File: src/rtl/xadac_pkg.sv
// xadac_pkg: shared xadac link types, funct3 encodings and the responder ALU
package xadac_pkg;
  localparam int SbLen = 8;
  typedef logic [31:0] InstrT;
  typedef logic [31:0] DataT;
  typedef logic [$clog2(SbLen)-1:0] IdT;
  typedef struct packed {IdT id; InstrT instr;} DecReqT;
  typedef struct packed {IdT id; logic accept; logic rd_write;} DecRspT;
  typedef struct packed {IdT id; InstrT instr; DataT rs1; DataT rs2;} ExeReqT;
  typedef struct packed {IdT id; DataT rd; logic rd_write;} ExeRspT;
  localparam logic [2:0] F3Add = 3'b000;
  localparam logic [2:0] F3Sll = 3'b001;
  localparam logic [2:0] F3Xor = 3'b100;
  localparam logic [2:0] F3Srl = 3'b101;
  localparam logic [2:0] F3Or  = 3'b110;
  localparam logic [2:0] F3And = 3'b111;
  localparam int ShW = $clog2($bits(DataT));
  function automatic DataT alu(input logic [2:0] f3, input DataT a, input DataT b);
    logic [ShW-1:0] sh;
    sh = b[ShW-1:0];
    return f3 == F3Add ? a + b :
           f3 == F3Sll ? a << sh :
           f3 == F3Xor ? a ^ b :
           f3 == F3Srl ? a >> sh :
           f3 == F3Or  ? a | b :
           f3 == F3And ? a & b : '0;
  endfunction
endpackage

File: src/rtl/xadac_if.sv
// xadac_if: decode/execute request-response link between accelerator master and responder
interface xadac_if;
  logic dec_req_valid, dec_req_ready;
  xadac_pkg::DecReqT dec_req;
  logic dec_rsp_valid, dec_rsp_ready;
  xadac_pkg::DecRspT dec_rsp;
  logic exe_req_valid, exe_req_ready;
  xadac_pkg::ExeReqT exe_req;
  logic exe_rsp_valid, exe_rsp_ready;
  xadac_pkg::ExeRspT exe_rsp;
  modport slv (
    input  dec_req_valid, dec_req, dec_rsp_ready, exe_req_valid, exe_req, exe_rsp_ready,
    output dec_req_ready, dec_rsp_valid, dec_rsp, exe_req_ready, exe_rsp_valid, exe_rsp
  );
  modport mst (
    output dec_req_valid, dec_req, dec_rsp_ready, exe_req_valid, exe_req, exe_rsp_ready,
    input  dec_req_ready, dec_rsp_valid, dec_rsp, exe_req_ready, exe_rsp_valid, exe_rsp
  );
endinterface

File: src/rtl/xadac_fifo.sv
// xadac_fifo: parameterised synchronous FIFO with simultaneous push/pop
module xadac_fifo #(
  parameter type T = logic,
  parameter int Depth = 4
) (
  input  logic clk,
  input  logic rst,
  input  logic push,
  input  T     din,
  input  logic pop,
  output T     dout,
  output logic empty,
  output logic full,
  output logic [$clog2(Depth+1)-1:0] usage
);
  localparam int PW = Depth > 1 ? $clog2(Depth) : 1;
  localparam int UW = $clog2(Depth+1);
  T mem [Depth];
  logic [PW-1:0] wp, rp;
  function automatic logic [PW-1:0] inc(input logic [PW-1:0] p);
    return p == PW'(Depth-1) ? '0 : p + 1'b1;
  endfunction
  assign empty = usage == '0;
  assign full = usage == UW'(Depth);
  assign dout = mem[rp];
  always_ff @(posedge clk)
    if (rst) begin
      wp <= '0;
      rp <= '0;
      usage <= '0;
      for (int i = 0; i < Depth; i++) mem[i] <= '0;
    end else begin
      if (push) begin
        mem[wp] <= din;
        wp <= inc(wp);
      end
      if (pop) rp <= inc(rp);
      usage <= usage + UW'(push) - UW'(pop);
    end
endmodule

File: src/rtl/xadac_resp.sv
// xadac_resp: terminating xadac responder with pending table, ALU pipeline and credited response FIFO
module xadac_resp
  import xadac_pkg::*;
#(
  parameter InstrT Mask = 32'h0000007F,
  parameter InstrT Match = 32'h0000000B,
  parameter int Latency = 2,
  parameter int FifoDepth = 4
) (
  input  logic clk,
  input  logic rst,
  xadac_if.slv slv,
  output logic busy,
  output logic err
);
  localparam int CW = $clog2(FifoDepth+1);
  logic [SbLen-1:0] pend;
  logic [CW-1:0] cnt, usage;
  logic dec_hs, dec_acc, exe_hs, rsp_hs, hit, push, empty, full;
  ExeRspT word, din, head;
  assign slv.dec_req_ready = !slv.dec_rsp_valid || slv.dec_rsp_ready;
  assign dec_hs = slv.dec_req_valid && slv.dec_req_ready;
  assign dec_acc = (slv.dec_req.instr & Mask) == Match;
  assign slv.exe_req_ready = cnt < CW'(FifoDepth);
  assign exe_hs = slv.exe_req_valid && slv.exe_req_ready;
  assign rsp_hs = slv.exe_rsp_valid && slv.exe_rsp_ready;
  // execute samples the table before this cycle's decode update
  assign hit = pend[slv.exe_req.id];
  assign word = '{id: slv.exe_req.id,
                  rd: hit ? alu(slv.exe_req.instr[14:12], slv.exe_req.rs1, slv.exe_req.rs2) : '0,
                  rd_write: hit && slv.exe_req.instr[11:7] != 5'd0};
  assign slv.exe_rsp_valid = !empty;
  assign slv.exe_rsp = head;
  assign busy = |pend || cnt != '0 || slv.dec_rsp_valid || usage != '0;
  always_ff @(posedge clk)
    if (rst) begin
      slv.dec_rsp_valid <= 1'b0;
      slv.dec_rsp <= '0;
      pend <= '0;
      cnt <= '0;
      err <= 1'b0;
    end else begin
      slv.dec_rsp_valid <= dec_hs || (slv.dec_rsp_valid && !slv.dec_rsp_ready);
      if (dec_hs)
        slv.dec_rsp <= '{id: slv.dec_req.id, accept: dec_acc,
                         rd_write: dec_acc && slv.dec_req.instr[11:7] != 5'd0};
      pend <= (pend & ~(SbLen'(exe_hs && hit) << slv.exe_req.id))
            | (SbLen'(dec_hs && dec_acc) << slv.dec_req.id);
      cnt <= cnt + CW'(exe_hs) - CW'(rsp_hs);
      err <= err || (exe_hs && !hit) || (dec_hs && dec_acc && pend[slv.dec_req.id])
           || (push && full && !rsp_hs);
    end
  // the FIFO write itself is the last latency stage
  if (Latency == 1) begin : g_direct
    assign push = exe_hs;
    assign din = word;
  end else begin : g_pipe
    logic [Latency-2:0] pv;
    ExeRspT pd [Latency-1];
    always_ff @(posedge clk)
      if (rst) begin
        pv <= '0;
        for (int i = 0; i < Latency-1; i++) pd[i] <= '0;
      end else begin
        pv[0] <= exe_hs;
        pd[0] <= word;
        for (int i = 1; i < Latency-1; i++) begin
          pv[i] <= pv[i-1];
          pd[i] <= pd[i-1];
        end
      end
    assign push = pv[Latency-2];
    assign din = pd[Latency-2];
  end
  xadac_fifo #(.T(ExeRspT), .Depth(FifoDepth)) u_fifo (
    .clk(clk),
    .rst(rst),
    .push(push),
    .din(din),
    .pop(rsp_hs),
    .dout(head),
    .empty(empty),
    .full(full),
    .usage(usage)
  );
endmodule
File: src/flat_wrapper.sv
// flat-port wrapper written by rule: the top's interface ports become plain ports
module xadac_resp_flat import xadac_pkg::*;
#(
  parameter InstrT Mask = 32'h0000007F,
  parameter InstrT Match = 32'h0000000B,
  parameter int Latency = 2,
  parameter int FifoDepth = 4
)
  (clk, rst, busy, err, slv_dec_req_valid, slv_dec_req, slv_dec_rsp_ready, slv_exe_req_valid, slv_exe_req, slv_exe_rsp_ready, slv_dec_req_ready, slv_dec_rsp_valid, slv_dec_rsp, slv_exe_req_ready, slv_exe_rsp_valid, slv_exe_rsp);
  xadac_if slv_i ();
  input  logic clk;
  input  logic rst;
  output logic busy;
  output logic err;
  input wire logic [$bits(slv_i.dec_req_valid)-1:0] slv_dec_req_valid;
  input wire logic [$bits(slv_i.dec_req)-1:0] slv_dec_req;
  input wire logic [$bits(slv_i.dec_rsp_ready)-1:0] slv_dec_rsp_ready;
  input wire logic [$bits(slv_i.exe_req_valid)-1:0] slv_exe_req_valid;
  input wire logic [$bits(slv_i.exe_req)-1:0] slv_exe_req;
  input wire logic [$bits(slv_i.exe_rsp_ready)-1:0] slv_exe_rsp_ready;
  output wire logic [$bits(slv_i.dec_req_ready)-1:0] slv_dec_req_ready;
  output wire logic [$bits(slv_i.dec_rsp_valid)-1:0] slv_dec_rsp_valid;
  output wire logic [$bits(slv_i.dec_rsp)-1:0] slv_dec_rsp;
  output wire logic [$bits(slv_i.exe_req_ready)-1:0] slv_exe_req_ready;
  output wire logic [$bits(slv_i.exe_rsp_valid)-1:0] slv_exe_rsp_valid;
  output wire logic [$bits(slv_i.exe_rsp)-1:0] slv_exe_rsp;
  assign slv_i.dec_req_valid = slv_dec_req_valid;
  assign slv_i.dec_req = slv_dec_req;
  assign slv_i.dec_rsp_ready = slv_dec_rsp_ready;
  assign slv_i.exe_req_valid = slv_exe_req_valid;
  assign slv_i.exe_req = slv_exe_req;
  assign slv_i.exe_rsp_ready = slv_exe_rsp_ready;
  assign slv_dec_req_ready = slv_i.dec_req_ready;
  assign slv_dec_rsp_valid = slv_i.dec_rsp_valid;
  assign slv_dec_rsp = slv_i.dec_rsp;
  assign slv_exe_req_ready = slv_i.exe_req_ready;
  assign slv_exe_rsp_valid = slv_i.exe_rsp_valid;
  assign slv_exe_rsp = slv_i.exe_rsp;
  xadac_resp #(.Mask(Mask), .Match(Match), .Latency(Latency), .FifoDepth(FifoDepth)) u_core (.clk(clk), .rst(rst), .slv(slv_i), .busy(busy), .err(err));
endmodule
File: config.mk
export PLATFORM = sky130hd
export DESIGN_NAME = xadac_resp_flat
export DESIGN_NICKNAME = d
export VERILOG_FILES = /design/src/rtl/xadac_pkg.sv /design/src/rtl/xadac_if.sv /design/src/rtl/xadac_fifo.sv /design/src/rtl/xadac_resp.sv /design/src/flat_wrapper.sv
export SDC_FILE = /design/constraint.sdc
export NUM_CORES = 1
export LEC_CHECK = 0
export BUFFER_PORTS_ARGS = -buffer_cell sky130_fd_sc_hd__clkbuf_2
export CORE_AREA = 5 5 142 246
export DETAILED_ROUTE_END_ITERATION = 6
export DIE_AREA = 0 0 147 251
export PLACE_DENSITY = 0.69
export RECOVER_POWER = 100
export SYNTH_ARGS = -nofsm -noshare
export SYNTH_HDL_FRONTEND = slang
export SYNTH_SLANG_ARGS = --single-unit
File: constraint.sdc
create_clock -name clk -period 3.8 [get_ports clk]
set_input_delay 1.14 -clock clk [delete_from_list [all_inputs] [get_ports clk]]
set_output_delay 1.14 -clock clk [all_outputs]
set_load 0.02 [all_outputs]
==> results.json <==
{
  "status": "finished, violations left",
  "violations": "max-capacitance violations, max-slew violations",
  "syn_inst": 1530,
  "cts_setup_buffers": 0,
  "grtUsageTotal_pct": 26.3,
  "p_per_area_mw_per_mm2": 371,
  "grt-ovfl-total": 0,
  "fin_crit_sh_pct": 91.3,
  "max_cap_viol_count": 4,
  "core-area_sq_mm": 0.0327,
  "fin_nets": 1916,
  "synth_enable_flop_cells": 144,
  "route.detailed.drc": 0,
  "syn_avg_cell_area_sq_um": 9.91,
  "ys_async_sr_fraction_pct": 0,
  "initial_core_util_pct": 46.4,
  "io_buffers": 142,
  "rsz0062_at_grt": "false",
  "wl_microns": 49800,
  "hpwl_microns": 38200,
  "gp_congestion": 1.03,
  "grt_max_degree": 63,
  "drt_iter0_drc": 909,
  "final_hold_viol_count": 0,
  "hold_path_class": "flop to flop",
  "path_clk_slew_ns": 0.07,
  "synth_seq_cells": 208,
  "ys_warn_count": 0,
  "path_class": "primary input to flop",
  "antennaDiodeCount": 0,
  "endpoint_kind": "flop",
  "ys_seq_area_share_pct": 37.0,
  "htreeDepth": 1,
  "cts_resized": 0,
  "via_per_inst": 6.06,
  "pin_count": 187,
  "vias": 12800,
  "die-area_sq_mm": 0.0369,
  "die_w_microns": 147,
  "fp-row-count": 88,
  "cts_tree": "done",
  "dr.pass1.iters": 6,
  "antenna_found_initial": 0,
  "finalSetupTns_ns": 0,
  "cp_max_fo": 51,
  "start_kind": "primary input",
  "cts-root-buf": "clkbuf_16",
  "cp_data_arrival_time_ns": 3.81,
  "slew_headroom_pct": -12.6,
  "ys_dominant_reg_cell": "edfxtp_1",
  "numCtsBuffers": 17,
  "grt_pass1_vias": 13000,
  "antenna_left": 0,
  "grt_pass1_wl_microns": 75600,
  "cts_num_sinks": 208,
  "tightest_slew_ns": 1.69,
  "leakagePower_nw": 6.97,
  "clockBufferDepth": 3,
  "place_inst": 2088,
  "synth_nets": 1744,
  "synth_cell_types": 81,
  "netlist_area_sq_mm": 0.0152,
  "period_minus_slack_ns": 3.47,
  "skew_ns": 0.0107,
  "maxSlewViolCount": 111,
  "cp_data_required_time_ns": 4.14,
  "ir_worst_vdd_mv": 0.225,
  "insertion_delay_ns": 0.47,
  "finalNonFillerCells": 2117,
  "setup_viol": 0,
  "fmax_ghz": 0.288,
  "hold_buffers": 0,
  "die_y_microns": 251,
  "layout-drive-gt1-share_pct": 20.3,
  "routedWlPerCell_microns": 23.5,
  "syn_to_final_growth_pct": 13.8
}
==> routing by layer <==
metal,track usage [%],up-vias,wire length [microns]
met5,0,-,0
met4,15.2,0,3370
met3,1.91,144,2250
met2,47.7,515,25800
met1,30.2,6212,18300
li1,-,5957,-
==> cells in the mapped netlist (57+ instances only) <==
master	instances	share of area (%)
a21oi_1	124	4.1
and2_1	151	6.2
clkbuf_1	63	1.6
dfxtp_1	64	8.4
edfxtp_1	144	29
ha_1	71	5.9
inv_1	86	2.1
mux2i_1	57	3.8
mux4_2	74	11
nand2_1	96	2.4
nor2_1	129	3.2
o21ai_0	68	2.2
==> stage by stage <==
stage	power (mW)	worst slack, ns	area [sq um]	utilization (%)	hold WS [ns]
3_3_place_gp	4.79	0.0334	16900	51.6	0.444
5_1_grt	6.70	0.190	17300	52.8	0.497
6_report	6.40	0.332	17300	52.8	0.472
2_1_floorplan	4.03	-0.0133	15200	-	0.454
4_1_cts	6.48	0.499	17400	53.2	0.473
3_5_place_dp	4.81	-0.0101	16900	51.6	0.459
==> cell type report <==
type / count / area, sq um
fill: 2993 / 15400
clock buffer: 23 / 479
tap: 405 / 507
clock inverter: 6 / 40.0
inverter: 87 / 327
timing repair buffer: 260 / 1580
sequential: 208 / 5610
multi-input combinational: 1128 / 8720
==> cell usage in the layout, fill, tap and decap left out, types with 15 or more instances in the layout <==
cell type,instances
a211oi_1,19
inv_1,86
o22ai_1,22
nor3_1,25
ha_1,71
and2_0,66
buf_4,98
nand3_1,25
a21o_1,17
a21oi_1,124
nand2_1,96
clkbuf_16,18
clkbuf_2,98
dfxtp_1,63
mux2i_1,57
mux2_2,25
nor2_1,129
o21ai_0,68
edfxtp_1,144
xnor2_1,15
clkbuf_1,61
mux4_2,74
and2_1,85
==> logic make-up (layout without fill, tap and decap cells) <==
group / Yosys count / in the layout / share of synthesized area (%)
compound gates: 365 / 365 / 15.4
xor+xnor: 23 / 23 / 1.33
fa+ha+maj: 74 / 74 / 6.25
buf+inv: 194 / 376 / 5.49
flops: 208 / 208 / 37.0
mux: 162 / 162 / 17.6
simple gates: 504 / 504 / 16.9
==> state kept, by name, indices dropped and copies added, names as in the netlist, 2 cells and up, named ones only <==
register / flops
u_core.u_fifo.wp: 2
u_core.cnt: 3
u_core.u_fifo.rp: 2
u_core.u_fifo.usage: 3
u_core.pend: 8
u_core.slv.dec_rsp: 5
u_core.g_pipe.pd: 36
u_core.u_fifo.mem: 144
==> path summary, 6_finish.rpt <==
path                            slack [ns]  cells after the start                 endpoint                   from
worst max-delay path                  0.33                     11   u_core.g_pipe.pd[0][8]         slv_exe_req[1]
worst min-delay path                  0.47                      2    u_core.slv.dec_rsp[4]  u_core.slv.dec_rsp[4]
worst max register to register        1.28                      6  u_core.g_pipe.pd[0][25]         u_core.pend[7]
worst min register to register        0.47                      2    u_core.slv.dec_rsp[4]  u_core.slv.dec_rsp[4]
==> report_power, final <==
group          switching [mW]  internal [mW]
logic                    1.27          0.872
clock network           0.767          0.897
registers              0.0544           2.53
==> critical path, stage by stage <==
cell       delay [ns]
clkbuf_1         0.19
buf_12           0.15
buf_12           0.25
mux4_2           0.61
mux2i_1          0.52
nand2_1          0.09
o21ai_0          0.14
o21ai_1          0.13
a221oi_1         0.25
a2bb2oi_1        0.21
a211oi_1         0.08
Power figures use the tool's default switching activity.
